**src/rtl/uart_rx_core.sv**
```systemverilog
// uart_rx_core
//   Baud-tick generator plus odd-parity frame receiver. A complete 11-bit frame
//   word is presented in parallel on out_tx. The receiver latches it on the
//   first receive tick that shows a start bit. It then consumes one latched bit
//   per receive tick and publishes the data byte when parity and stop both check.
//
// State table:
//   state | meaning
//   IDLE  | waiting for an inrx strobe with out_tx[0] = 0
//   RECV  | consuming latched bits 1..10, one per inrx strobe
//   CHECK | single cycle, result flags are visible
//   HOLD  | waiting for out_tx to differ from the latched frame
//
// Parameters
//   CLK_FREQ    system clock frequency in Hz
//   OVERSAMPLE  receive-tick rate as a multiple of the baud rate
// Ports
//   clk         system clock, rising edge
//   reset       asynchronous active-low reset
//   baud_sel    00=9600 01=115200 10=460800 11=921600
//   out_tx      frame word: [0] start, [8:1] data (LSB at 1), [9] odd parity, [10] stop
//   intx        one-clk strobe at the baud rate
//   inrx        one-clk strobe at baud x OVERSAMPLE
//   out_rx      last valid received byte
//   rx_valid    one-clk pulse when out_rx is updated
//   parity_err  one-clk pulse on an odd-parity failure
//   frame_err   one-clk pulse when the stop bit is 0
module uart_rx_core #(
  parameter int CLK_FREQ   = 100_000_000,
  parameter int OVERSAMPLE = 16
) (
  input  logic        clk,
  input  logic        reset,
  input  logic [1:0]  baud_sel,
  input  logic [10:0] out_tx,
  output logic        intx,
  output logic        inrx,
  output logic [7:0]  out_rx,
  output logic        rx_valid,
  output logic        parity_err,
  output logic        frame_err
);

  localparam int BAUD_0 = 9600;
  localparam int BAUD_1 = 115200;
  localparam int BAUD_2 = 460800;
  localparam int BAUD_3 = 921600;

  // Divisors rounded to nearest.
  localparam int DIV_TX_0 = (CLK_FREQ + BAUD_0 / 2) / BAUD_0;
  localparam int DIV_TX_1 = (CLK_FREQ + BAUD_1 / 2) / BAUD_1;
  localparam int DIV_TX_2 = (CLK_FREQ + BAUD_2 / 2) / BAUD_2;
  localparam int DIV_TX_3 = (CLK_FREQ + BAUD_3 / 2) / BAUD_3;
  localparam int DIV_RX_0 = (CLK_FREQ + (BAUD_0 * OVERSAMPLE) / 2) / (BAUD_0 * OVERSAMPLE);
  localparam int DIV_RX_1 = (CLK_FREQ + (BAUD_1 * OVERSAMPLE) / 2) / (BAUD_1 * OVERSAMPLE);
  localparam int DIV_RX_2 = (CLK_FREQ + (BAUD_2 * OVERSAMPLE) / 2) / (BAUD_2 * OVERSAMPLE);
  localparam int DIV_RX_3 = (CLK_FREQ + (BAUD_3 * OVERSAMPLE) / 2) / (BAUD_3 * OVERSAMPLE);

  // The slowest baud has the largest divisor, so it sizes the counters.
  localparam int TX_W = $clog2(DIV_TX_0 + 1);
  localparam int RX_W = $clog2(DIV_RX_0 + 1);

  localparam logic [TX_W-1:0] TX_LAST_0 = TX_W'(DIV_TX_0 - 1);
  localparam logic [TX_W-1:0] TX_LAST_1 = TX_W'(DIV_TX_1 - 1);
  localparam logic [TX_W-1:0] TX_LAST_2 = TX_W'(DIV_TX_2 - 1);
  localparam logic [TX_W-1:0] TX_LAST_3 = TX_W'(DIV_TX_3 - 1);
  localparam logic [RX_W-1:0] RX_LAST_0 = RX_W'(DIV_RX_0 - 1);
  localparam logic [RX_W-1:0] RX_LAST_1 = RX_W'(DIV_RX_1 - 1);
  localparam logic [RX_W-1:0] RX_LAST_2 = RX_W'(DIV_RX_2 - 1);
  localparam logic [RX_W-1:0] RX_LAST_3 = RX_W'(DIV_RX_3 - 1);

  typedef enum logic [1:0] {
    IDLE  = 2'd0,
    RECV  = 2'd1,
    CHECK = 2'd2,
    HOLD  = 2'd3
  } state_t;

  // ---------------------------------------------------------------------------
  // Tick generators
  // ---------------------------------------------------------------------------
  logic [1:0]      baud_sel_q;
  logic [TX_W-1:0] tx_cnt_q, tx_cnt_d;
  logic [RX_W-1:0] rx_cnt_q, rx_cnt_d;
  logic [TX_W-1:0] tx_last;
  logic [RX_W-1:0] rx_last;
  logic            baud_chg;
  logic            tx_tick;
  logic            rx_tick;

  always_comb begin
    tx_last = TX_LAST_0;
    rx_last = RX_LAST_0;
    case (baud_sel)
      2'b00: begin tx_last = TX_LAST_0; rx_last = RX_LAST_0; end
      2'b01: begin tx_last = TX_LAST_1; rx_last = RX_LAST_1; end
      2'b10: begin tx_last = TX_LAST_2; rx_last = RX_LAST_2; end
      default: begin tx_last = TX_LAST_3; rx_last = RX_LAST_3; end
    endcase
  end

  // On the cycle baud_sel changes, the counter still holds a count from the old
  // rate. The strobe is suppressed there so it never compares against the new limit.
  assign baud_chg = (baud_sel != baud_sel_q);
  assign tx_tick  = (tx_cnt_q == tx_last) && !baud_chg;
  assign rx_tick  = (rx_cnt_q == rx_last) && !baud_chg;

  always_comb begin
    tx_cnt_d = tx_cnt_q + TX_W'(1);
    rx_cnt_d = rx_cnt_q + RX_W'(1);
    if (baud_chg || tx_tick) tx_cnt_d = '0;
    if (baud_chg || rx_tick) rx_cnt_d = '0;
  end

  always_ff @(posedge clk or negedge reset) begin
    if (!reset) begin
      baud_sel_q <= 2'b00;
      tx_cnt_q   <= '0;
      rx_cnt_q   <= '0;
    end else begin
      baud_sel_q <= baud_sel;
      tx_cnt_q   <= tx_cnt_d;
      rx_cnt_q   <= rx_cnt_d;
    end
  end

  assign intx = tx_tick;
  assign inrx = rx_tick;

  // ---------------------------------------------------------------------------
  // Receiver FSM
  // ---------------------------------------------------------------------------
  state_t      state_q, state_d;
  logic [10:0] frame_q, frame_d;
  logic [3:0]  bit_cnt_q, bit_cnt_d;
  logic [7:0]  data_q, data_d;
  logic        par_q, par_d;
  logic        stop_q, stop_d;
  logic [7:0]  out_rx_q, out_rx_d;
  logic        rx_valid_q, rx_valid_d;
  logic        parity_err_q, parity_err_d;
  logic        frame_err_q, frame_err_d;
  logic        parity_ok;
  logic        stop_ok;

  // Evaluated on the strobe that consumes the stop bit. Data and parity are
  // already complete, and the stop bit is taken straight from the frame. This
  // registers the result flags on that edge, so they are high during CHECK and
  // are visible one clk after the strobe.
  assign parity_ok = ^{data_q, par_q};
  assign stop_ok   = frame_q[10];

  always_comb begin
    state_d      = state_q;
    frame_d      = frame_q;
    bit_cnt_d    = bit_cnt_q;
    data_d       = data_q;
    par_d        = par_q;
    stop_d       = stop_q;
    out_rx_d     = out_rx_q;
    rx_valid_d   = 1'b0;
    parity_err_d = 1'b0;
    frame_err_d  = 1'b0;

    case (state_q)
      IDLE: begin
        if (rx_tick && !out_tx[0]) begin
          frame_d   = out_tx;
          bit_cnt_d = 4'd1;
          state_d   = RECV;
        end
      end

      RECV: begin
        if (rx_tick) begin
          bit_cnt_d = bit_cnt_q + 4'd1;
          if (bit_cnt_q <= 4'd8) begin
            // LSB first: shift right, so bit 1 ends in data[0] after 8 shifts.
            data_d = {frame_q[bit_cnt_q], data_q[7:1]};
          end else if (bit_cnt_q == 4'd9) begin
            par_d = frame_q[9];
          end else begin
            stop_d  = frame_q[10];
            state_d = CHECK;
            if (parity_ok && stop_ok) begin
              out_rx_d   = data_q;
              rx_valid_d = 1'b1;
            end else begin
              parity_err_d = !parity_ok;
              frame_err_d  = !stop_ok;
            end
          end
        end
      end

      CHECK: begin
        state_d = HOLD;
      end

      HOLD: begin
        // A static frame word must produce only one reception.
        if (out_tx != frame_q) begin
          state_d   = IDLE;
          bit_cnt_d = 4'd0;
        end
      end

      default: begin
        state_d = IDLE;
      end
    endcase
  end

  always_ff @(posedge clk or negedge reset) begin
    if (!reset) begin
      state_q      <= IDLE;
      frame_q      <= '0;
      bit_cnt_q    <= '0;
      data_q       <= '0;
      par_q        <= 1'b0;
      stop_q       <= 1'b0;
      out_rx_q     <= 8'h00;
      rx_valid_q   <= 1'b0;
      parity_err_q <= 1'b0;
      frame_err_q  <= 1'b0;
    end else begin
      state_q      <= state_d;
      frame_q      <= frame_d;
      bit_cnt_q    <= bit_cnt_d;
      data_q       <= data_d;
      par_q        <= par_d;
      stop_q       <= stop_d;
      out_rx_q     <= out_rx_d;
      rx_valid_q   <= rx_valid_d;
      parity_err_q <= parity_err_d;
      frame_err_q  <= frame_err_d;
    end
  end

  assign out_rx     = out_rx_q;
  assign rx_valid   = rx_valid_q;
  assign parity_err = parity_err_q;
  assign frame_err  = frame_err_q;

endmodule

```
**config.mk**
```make
export PLATFORM = sky130hd
export DESIGN_NAME = uart_rx_core
export DESIGN_NICKNAME = d
export VERILOG_FILES = /design/src/rtl/uart_rx_core.sv
export SDC_FILE = /design/constraint.sdc
export NUM_CORES = 1
export LEC_CHECK = 0
export CORE_UTILIZATION = 40
export DETAILED_ROUTE_END_ITERATION = 8
export PLACE_DENSITY_LB_ADDON = 0.3
export SYNTH_ARGS = -nofsm -noshare
export SYNTH_HDL_FRONTEND = slang
export SYNTH_SLANG_ARGS = --single-unit
```
**constraint.sdc**
```tcl
create_clock -name clk -period 3.5 [get_ports clk]
set_clock_uncertainty 0.2 [all_clocks]
set_input_delay 0.525 -clock clk [delete_from_list [all_inputs] [get_ports clk]]
set_output_delay 0.525 -clock clk [all_outputs]
set_load 0.03 [all_outputs]
```
After elaboration in Yosys (flattened, before gate mapping)
Cells that the tools add are included.
- magnitude comparators: 2
- bitwise logic cells: 2
- add/subtract/negate cells: 3
- reduce and logical (&&, ||, !) cells: 20
- equal/unequal tests: 15
- mux-type cells: 31
- operator list (cell ; count):
    case mux 14 bit (3 select lines) ; 1
    case mux 10 bit (3 select lines) ; 1
    2-to-1 mux 1 bit ; 16
    adder 14 x 1 -> 14 bit, second input constant ; 1
    == test 14 bit ; 1
    2-to-1 mux 14 bit ; 1
    2-to-1 mux 4 bit ; 3
    case mux 4 bit (3 select lines) ; 1
    != test 11 bit ; 1
    adder 10 x 1 -> 10 bit, second input constant ; 1
    == test 10 bit ; 1
    2-to-1 mux 10 bit ; 1
    2-to-1 mux 2 bit ; 5
    != test 2 bit, second input constant ; 5
    AND reduction 5 bit ; 2
    XOR reduction 9 bit ; 1
    case mux 2 bit (4 select lines) ; 1
    AND reduction 4 bit ; 2
    == test 2 bit, second input constant ; 3
    < comparator 4 x 5 -> 1 bit, second input constant ; 1
    adder 4 x 1 -> 4 bit, second input constant ; 1
    binary-select mux 1 bit (select 4 bit) ; 1
    == test 2 x 1 -> 1 bit, second input constant ; 2
    == test 4 bit, second input constant ; 1
    other kinds (10) ; 19
- output and inout bits: 13
- logic and storage cells: 85
- bits of input ports: 15
- register bits after elaboration: 63

Longest topological paths before layout
Gate-level depths: netlist of the first run.
- depth after elaboration: 7
- mapped depth: 8
- depth with buffers taken out: 7

Least setup slack after synthesis of the first run
Ideal clock, no wire load.
- kind: input-to-output
- start point: in baud_sel[0]
- end point: out intx
- stages: 6
- required time: 2775 ps
- data arrival time: 2303 ps
- buffers on the path: 0
- slack: 472 ps
- cells stage by stage: inv_1 ha_1 or4_1 a21o_1 a21oi_1 nor2b_1
- word-level cells in the longest chain between the ends: 4
- elaborated cells between the ends (all ways): 8
- those cells by class: eq/ne (4); mux (1); reduce/logical (3)
- RTL lines (element ; line ; RTL):
    start: declaration ; 34 ; input logic [1:0] baud_sel,
    == test 2 bit (tied with other cells) ; 94 ; case (baud_sel)
    case mux 14 bit (3 select lines) ; 94 ;
    == test 14 bit ; 105 ; assign tx_tick = (tx_cnt_q == tx_last) && !baud_chg;
    logical AND 1 bit (*) ; 105 ;
    end: declaration ; 36 ; output logic intx,
Mark *: on every way between the ends. The rest lies on a longest branch, timed or not.

Worst setup path after layout of the first run
Ends and elaborated chain as after synthesis.

==> impl_metrics.json, run 1 <==
{
  "cts_max_path_buffers": 2,
  "synth_cells": 314,
  "status": "finished clean",
  "die_area_sq_mm": 0.00907,
  "final_net_count": 387,
  "cap_violations": 0,
  "post_cts_buffers": 0,
  "r2r_slack_ns": 0.82,
  "finalNonFillerCells": 467,
  "synth_flop_cell": "dfrtp_1",
  "yosys-top-cells-area": "dfrtp_1, mux2_2, xnor2_1",
  "rsz0062_at_grt": "false",
  "synth_edf_count": 0,
  "relSlewSlack_pct": 59.4,
  "cts_htree_levels": 3,
  "seq_power_share_pct": 43.6,
  "async_flop_share_pct": 100,
  "n_fill_cell": 740,
  "worst_setup_path_end_kind": "primary output",
  "grt_pass1_vias": 2476,
  "criticalPathCategory": "primary input to primary output",
  "grt_antenna_before_repair": 0,
  "clockRootBuffer": "clkbuf_8",
  "dp_cells": 450,
  "grt_pass1_wl_mm": 11.4,
  "avgSynthCellArea_sq_um": 11.1,
  "required_ns": 2.77,
  "crit_slowest_cell": "or4_1",
  "grt_max_degree": 29,
  "die_w_um": 95.3,
  "worst-endpoint-arrival_ns": 2.63,
  "maxSlewViolCount": 0,
  "setup_viol_count_final": 0,
  "numClockSinks": 63,
  "reg2reg_to": "state_q[1]$_DFFE_PN0P_",
  "synth-seq-cells": 63,
  "drive_gt1_share_pct": 19.6,
  "ys_warn_count": 0,
  "detailroute.via_count": 2433,
  "layout_commonest_cell": "dfrtp_1",
  "routed_wl_mm": 6.59,
  "cts_made_buffers": 9,
  "ir_drop_v": 0.000235,
  "final_util_pct": 50.3,
  "area_growth_pct": 20.0,
  "diodes": 0,
  "holdPathStages": 1,
  "cp_max_fo": 4,
  "yosysTopAreaCellShare_pct": 45.3,
  "worst-path-buf-inv": 4,
  "clockPowerShare_pct": 34.0,
  "viasPerCell": 5.21,
  "cp_slowest_stage_delay_ns": 0.51,
  "tightest_slew_ns": 0.609,
  "tns_ns": 0,
  "finalWeightedCongestion": 0.804,
  "layout_common_cells": "dfrtp_1, xnor2_1, mux2_2",
  "synth_area_leader_cell": "dfrtp_1",
  "post_drt_wl_per_cell_um": 14.1,
  "p_comb_share_pct": 22.3,
  "pin_count": 28,
  "seq_area_frac_synth_pct": 45.3,
  "p_int_uw": 1330,
  "max_freq_mhz": 298,
  "drc": 0,
  "min_from": "out_rx[6]$_DFFE_PN0P_",
  "insertion_delay_ns": 0.35,
  "path_cells": "clkdlybuf4s50_1, inv_1, buf_4, ha_1, or4_1, a21o_1, a21oi_2, nor2b_1, buf_4",
  "critPathLaunchType": "primary input",
  "power.leakage_uw": 0.00180,
  "hold_path_class": "register to register",
  "cp_top_family": "buffers and inverters",
  "row_count": 33,
  "crit_path_frequent_cell": "buf_4",
  "hpwlAfterDp_mm": 4.76,
  "grt_usage_pct": 16.6,
  "portBuffers": 27,
  "synth_nets": 344,
  "r2r_start": "bit_cnt_q[0]$_DFFE_PN0P_",
  "ys_types": 51,
  "start_util_pct": 41.9,
  "drtIter0Drc": 49,
  "hold_violations": 0,
  "ant_nets": 0,
  "grt-ovfl-total": 0,
  "clk_pin_slew_ns": 0.08,
  "switching_share_pct": 31.0,
  "min_period_ns": 3.36,
  "p_per_area_mw_per_mm2": 463,
  "r2r_cells": 7,
  "power.switching_uw": 600,
  "period_share_pct": 95.9,
  "core_sq_mm": 0.00830,
  "cts_tree": "yes",
  "dieHeight_um": 95.3,
  "dr.pass1.iters": 4,
  "syn-cell-area_sq_mm": 0.00348,
  "holdPathEnd": "out_rx[6]$_DFFE_PN0P_"
}
power by group through the flow:
stage / registers (uW) / logic [uW] / clock network [uW]
floorplan: 818 / 346 / 0
global placement: 856 / 424 / 0
detailed placement: 857 / 429 / 0
CTS: 842 / 433 / 674
global route: 853 / 482 / 702
finish: 843 / 431 / 658
sequential cells by signal, indices dropped and copies added (netlist names):
name / count
rx_cnt_q: 10
bit_cnt_q: 4
parity_err: 1
frame_q: 11
tx_cnt_q: 14
data_q: 8
out_rx: 8
par_q: 1
state_q: 2
frame_err: 1
baud_sel_q: 2
rx_valid: 1
cells by family (layout without fill, tap and decap cells):
group / count (synthesis) / after routing / synth area share, %
adder cells (fa/ha/maj): 15 / 15 / 5.40
flip-flops: 63 / 63 / 45.3
XOR/XNOR: 43 / 43 / 11.3
buffers and inverters: 23 / 71 / 2.59
AO/OA/AOI/OAI: 31 / 31 / 7.19
multiplexers: 32 / 32 / 11.0
AND/OR/NAND/NOR: 107 / 107 / 17.2
area by class of cell:
class                   count  area [sq um]  area share, %
well taps                 105           131           3.15
clock inverters             6          68.8           1.65
flip-flops and latches     63          1580           37.8
repair buffers             42           388           9.30
clock buffers              10           138           3.30
inverters                  13          48.8           1.17
multi-input cells         228          1820           43.7
worst max path at each step:
stage                 from  depth (start not counted)                      to
6_report       baud_sel[0]                          9                    intx
5_1_grt        baud_sel[0]                          9                    intx
4_1_cts        baud_sel[0]                          9                    intx
3_5_place_dp   baud_sel[0]                          9  frame_q[1]$_DFFE_PN0P_
3_3_place_gp   baud_sel[0]                          9  frame_q[2]$_DFFE_PN0P_
2_1_floorplan  baud_sel[0]                          6                    intx
cells in the mapped netlist (2+ instances only):
cell / n
a2111oi_0: 4
a211o_1: 2
a211oi_1: 2
a21o_1: 2
a21oi_1: 3
a221o_1: 2
and3_1: 4
and4b_1: 2
clkbuf_1: 9
dfrtp_1: 63
ha_1: 15
inv_1: 13
mux2_2: 26
mux2i_1: 3
mux4_2: 2
nand2_1: 11
nand2b_1: 2
nand3_1: 15
nand3b_1: 4
nand4_1: 6
nor2_1: 20
nor2b_1: 4
nor3_1: 17
nor3b_1: 4
nor4_1: 4
o2111ai_1: 2
o21ai_0: 4
or2_2: 2
or3_1: 2
or4_1: 4
xnor2_1: 29
xor2_1: 13
stage by stage:
stage               setup WS, ns  total power, uW  hold WS, ns  instance area (sq um)
detailed placement       0.00330             1290        0.296                   3950
finish                     0.145             1930        0.310                   4170
global placement          0.0548             1280        0.289                   3950
floorplan                  0.472             1160       0.0294                   3480
global route              0.0525             2040        0.332                   4170
CTS                       0.0897             1950        0.313                   4160
layer usage:
| layer | global-route usage, % | vias to the layer above | wire length [um] |
|---|---|---|---|
| met5 | 0 | - | 0 |
| met4 | 6.31 | 0 | 104 |
| met3 | 5.10 | 10 | 249 |
| met2 | 26.7 | 38 | 3080 |
| met1 | 20.9 | 1175 | 3150 |
| li1 | - | 1210 | - |
timing repair:
action | CTS | global route
hold buffers | 1 | 0
hold endpoints to repair | 1 | 0
gates resized for setup | 0 | 3
endpoints found under the setup margin | 0 | 1
No activity file was read; power rests on OpenSTA's default activity.
==> run 2: changes to the inputs <==
CORE_ASPECT_RATIO = 1.75   (was not set)
GPL_ROUTABILITY_DRIVEN = 0   (was not set)
==> run 2 against run 1 <==
  * Setup slack gained 0.054 ns
  * Hold slack lost 0.29 ns
  * Via count grew 2.5%
  * Critical endpoint unchanged
  * Largest power group is now clock
  * Flip-flop and latch count is the same
  * Clock power grew 39%
  * Final cell count grew 1.9%
==> impl_metrics.json, run 2 (synthesis results as in run 1) <==
{
  "path_cells": "clkdlybuf4s50_1, inv_1, ha_1, or4_1, a21o_1, a21oi_1, nor2b_1, buf_4",
  "r2r_slack_ns": 0.79,
  "criticalPathCategory": "primary input to primary output",
  "worst-endpoint-arrival_ns": 2.58,
  "post_cts_buffers": 0,
  "dr.pass1.iters": 4,
  "cts_max_path_buffers": 2,
  "clk_pin_slew_ns": 0.05,
  "grt_max_degree": 31,
  "pin_count": 28,
  "core_sq_mm": 0.00837,
  "post_drt_wl_per_cell_um": 15.3,
  "drive_gt1_share_pct": 18.8,
  "status": "finished clean",
  "grt_util_met2_pct": 32.1,
  "use_met1_pct": 20.2,
  "tns_ns": 0,
  "row_count": 44,
  "cts_tree": "yes",
  "crit_slowest_cell": "or4_1",
  "numClockSinks": 63,
  "final_net_count": 386,
  "worst_setup_path_end_kind": "primary output",
  "area_growth_pct": 22.7,
  "power.switching_uw": 631,
  "startpoint": "baud_sel[0]",
  "p_per_area_mw_per_mm2": 516,
  "largest-register": "tx_cnt_q",
  "top_regs": "tx_cnt_q x14, frame_q x11, rx_cnt_q x10",
  "place_area_sq_mm": 0.00396,
  "layout_commonest_cell": "dfrtp_1",
  "p_comb_share_pct": 20.1,
  "seq_power_share_pct": 38.4,
  "cts_made_buffers": 9,
  "grt-ovfl-total": 0,
  "insertion_delay_ns": 0.33,
  "portBuffers": 27,
  "drc": 0,
  "grt_use_met3_pct": 2.82,
  "required_ns": 2.77,
  "p_int_uw": 1570,
  "die_area_sq_mm": 0.00909,
  "cap_violations": 0,
  "die_w_um": 72.5,
  "maxSlewViolCount": 0,
  "cts.repair.resized": 0,
  "hold_buffers": 0,
  "grt_usage_pct": 18.6,
  "detailroute.via_count": 2495,
  "clockPowerShare_pct": 41.5,
  "dieHeight_um": 125,
  "grt_antenna_before_repair": 0,
  "cts_htree_levels": 3,
  "n_fill_cell": 776,
  "reg2reg_to": "state_q[1]$_DFFE_PN0P_",
  "cp_slowest_stage_delay_ns": 0.54,
  "tightest_slew_ns": 0.665,
  "dp_slack_ns": 0.0514,
  "hpwlAfterDp_mm": 5.36,
  "grt_pass1_vias": 2610,
  "min_period_ns": 3.30,
  "r2r_cells": 7,
  "setup_viol_count_final": 0,
  "ir_drop_v": 0.000295,
  "ant_nets": 0,
  "relSlewSlack_pct": 55.7,
  "critPathLaunchType": "primary input",
  "fin_ws_ns": 0.198,
  "hold_path_class": "primary input to asynchronous set/reset pin",
  "period_share_pct": 94.3,
  "cp_max_fo": 5,
  "start_util_pct": 41.6,
  "top_usage_layer": "met2",
  "diodes": 0,
  "final_area_sq_mm": 0.00427,
  "clockRootBuffer": "clkbuf_16",
  "switching_share_pct": 28.6,
  "max_freq_mhz": 303,
  "layout_common_cells": "dfrtp_1, xnor2_1, mux2_2",
  "largest_register_ff_count": 14,
  "rsz0062_at_grt": "false",
  "power.leakage_uw": 0.00184,
  "viasPerCell": 5.24,
  "grt_pass1_wl_mm": 12.7,
  "r2r_start": "bit_cnt_q[0]$_DFFE_PN0P_",
  "dp_cells": 460,
  "hold_violations": 0,
  "finalNonFillerCells": 476,
  "drtIter0Drc": 140,
  "routed_wl_mm": 7.28
}
## run 2: layer usage
metal  vias to the layer above  routed length, um
li1                       1214                  -
met1                      1206               2800
met2                        54               3950
met3                        21                188
met4                         0                338
met5                         -                  0
## run 2: how the worst max path moves through the flow
stage                            end  slack, ns  depth (start not counted)
2_1_floorplan                   intx       0.47                          6
4_1_cts                         intx       0.19                          8
6_report                        intx       0.20                          8
5_1_grt                         intx       0.09                          8
3_3_place_gp   data_q[0]$_DFFE_PN0P_       0.09                          9
3_5_place_dp   data_q[0]$_DFFE_PN0P_       0.05                          9
## run 2: through the flow
step / util (%) / power (uW) / hold slack (ns)
2_1_floorplan: - / 1160 / 0.0294
3_3_place_gp: 47.3 / 1290 / 0.291
3_5_place_dp: 47.3 / 1300 / 0.296
4_1_cts: 51.0 / 2220 / 0.0442
5_1_grt: 51.0 / 2320 / 0.0807
6_report: 51.0 / 2200 / 0.0229
## run 2: layout make-up
type	count	area, sq um	share of cell area (%)
clock inverters	4	53.8	1.26
multi-input cells	228	1810	42.4
flip-flops and latches	63	1580	36.9
clock buffers	12	256	6.01
repair buffers	41	378	8.85
inverters	13	48.8	1.14
well taps	115	144	3.37
## run 2: critical path: cells and delay by family
kind | cells | cell delay [ns]
AOI/OAI and AO/OA | 2 | 0.36
and+or+nand+nor | 2 | 0.70
adders and majority gates | 1 | 0.26
buffers and inverters | 3 | 0.73
## run 2: power groups by stage
stage | clock network (uW) | logic [uW] | registers [uW]
after CTS | 932 | 446 | 847
final | 914 | 443 | 847
after global placement | 0 | 432 | 858
after floorplan | 0 | 346 | 818
after global routing | 967 | 501 | 856
after detailed placement | 0 | 441 | 858
==> run 3: changes to the inputs <==
CORE_ASPECT_RATIO = 1.25   (was 1.75)
==> run 3 against run 2 <==
  * Design area down 3.3%
  * Via count is essentially flat
  * Hold slack better by 0.12 ns
  * Clock power shrank 31%
  * Final cell count shrank 4.0%
  * Count of clock-buffer cells in the layout down 2
  * Routed wire length is 3.6% lower
  * Non-clock buffer count shrank 1
  * Register-to-register slack about the same
  * Critical path type unchanged
  * Critical endpoint unchanged
  * Largest cell class unchanged
  * Highest routed layer unchanged
==> impl_metrics.json, run 3 (synthesis results as in run 1) <==
{
  "status": "finished clean",
  "place_area_sq_mm": 0.00393,
  "layout_common_cells": "dfrtp_1, xnor2_1, mux2_2",
  "start_util_pct": 41.7,
  "worst_hold_slack_ns": 0.145,
  "hpwlAfterDp_mm": 5.16,
  "largest_register_ff_count": 14,
  "clockRootBuffer": "clkbuf_8",
  "finalNonFillerCells": 457,
  "grt_usage_pct": 17.5,
  "cts.repair.resized": 0,
  "max_freq_mhz": 303,
  "die_area_sq_mm": 0.00908,
  "clk_pin_slew_ns": 0.07,
  "ant_nets": 0,
  "area_growth_pct": 18.6,
  "p_per_area_mw_per_mm2": 463,
  "grt_pass1_vias": 2621,
  "numClockSinks": 63,
  "diodes": 0,
  "fin_ws_ns": 0.199,
  "grt_pass1_wl_mm": 12.2,
  "detailroute.via_count": 2493,
  "tightest_slew_ns": 0.984,
  "layout_commonest_cell": "dfrtp_1",
  "crit_path_frequent_cell": "buf_4",
  "viasPerCell": 5.46,
  "tns_ns": 0,
  "power.leakage_uw": 0.00179,
  "cts_tree": "yes",
  "drive_gt1_share_pct": 18.9,
  "criticalPathCategory": "primary input to primary output",
  "pin_count": 28,
  "grt_antenna_before_repair": 0,
  "cap_violations": 0,
  "dr.pass1.iters": 5,
  "n_fill_cell": 740,
  "routed_wl_mm": 7.02,
  "hold_path_class": "primary input to asynchronous set/reset pin",
  "critPathLaunchType": "primary input",
  "cp_slowest_stage_delay_ns": 0.53,
  "required_ns": 2.77,
  "hold_buffers": 0,
  "die_w_um": 85.4,
  "worst_setup_path_end_kind": "primary output",
  "crit_slowest_cell": "or4_1",
  "row_count": 37,
  "insertion_delay_ns": 0.34,
  "drtIter0Drc": 80,
  "relSlewSlack_pct": 34.4,
  "cts_htree_levels": 3,
  "final_area_sq_mm": 0.00413,
  "worst-endpoint-arrival_ns": 2.58,
  "grt-ovfl-total": 0,
  "period_share_pct": 94.3,
  "hold_violations": 0,
  "maxSlewViolCount": 0,
  "min_period_ns": 3.30,
  "cp_max_fo": 5,
  "largest-register": "tx_cnt_q",
  "dp_cells": 441,
  "drc": 0,
  "grt_max_degree": 46,
  "final_net_count": 385,
  "dp_slack_ns": 0.0135,
  "post_cts_buffers": 0,
  "core_sq_mm": 0.00833,
  "cts_made_buffers": 9,
  "top_regs": "tx_cnt_q x14, frame_q x11, rx_cnt_q x10",
  "setup_viol_count_final": 0,
  "ir_drop_v": 0.000188,
  "portBuffers": 27,
  "post_drt_wl_per_cell_um": 15.4,
  "cts_max_path_buffers": 2,
  "dieHeight_um": 106,
  "path_cells": "clkdlybuf4s50_1, buf_4, ha_1, or4_1, a21o_1, a21oi_1, nor2b_1, buf_4",
  "rsz0062_at_grt": "false"
}
-- run 3: cell types whose count changed in the layout (fill, tap and decap cells not counted), sizes merged --
cell,previous run,this run
clkinv,1,3
clkbuf,12,10
buf,17,16
-- run 3: report_power, final --
group          leakage (uW)  total, uW  switching, uW  internal [uW]
Clock             0.0000981        628            284            344
Sequential         0.000858        847           77.1            770
Combinational      0.000830        437            226            211
-- run 3: area by class of cell --
class | count | area (sq um) | share of cell area, %
clock inverters | 6 | 60.1 | 1.46
multi-input cells | 228 | 1810 | 43.9
well taps | 97 | 121 | 2.94
clock buffers | 10 | 138 | 3.34
inverters | 13 | 48.8 | 1.18
flip-flops and latches | 63 | 1580 | 38.2
repair buffers | 40 | 370 | 8.98
-- run 3: layer usage --
| metal | part of all wire (%) | up-vias | global-route usage, % |
|---|---|---|---|
| li1 | - | 1205 | - |
| met1 | 44 | 1239 | 20.9 |
| met2 | 51 | 41 | 29.3 |
| met3 | 2.8 | 8 | 5.12 |
| met4 | 1.6 | 0 | 7.26 |
| met5 | 0 | - | 0 |
-- run 3: critical path: cells and delay by family --
kind,cells,cell delay (ns)
fa+ha+maj,1,0.22
simple gates,2,0.69
buf+inv,3,0.78
compound gates,2,0.37
-- run 3: worst paths after layout --
path	from	end	slack, ns	cells past startpoint
worst max register to register	bit_cnt_q[0]$_DFFE_PN0P_	state_q[1]$_DFFE_PN0P_	0.80	7
worst min-delay path	reset	frame_q[9]$_DFFE_PN0P_	0.15	1
worst max-delay path	baud_sel[1]	intx	0.20	8
max in group asynchronous	reset	tx_cnt_q[9]$_DFF_PN0_	2.22	2
min in group clk	out_rx[4]$_DFFE_PN0P_	out_rx[4]$_DFFE_PN0P_	0.31	1
worst min register to register	out_rx[4]$_DFFE_PN0P_	out_rx[4]$_DFFE_PN0P_	0.31	1
-- run 3: stage by stage --
stage | util (%) | total power [uW]
finish | 49.5 | 1910
global route | 49.5 | 2030
CTS | 49.5 | 1930
detailed placement | 47.1 | 1300
global placement | 47.1 | 1280
floorplan | - | 1160
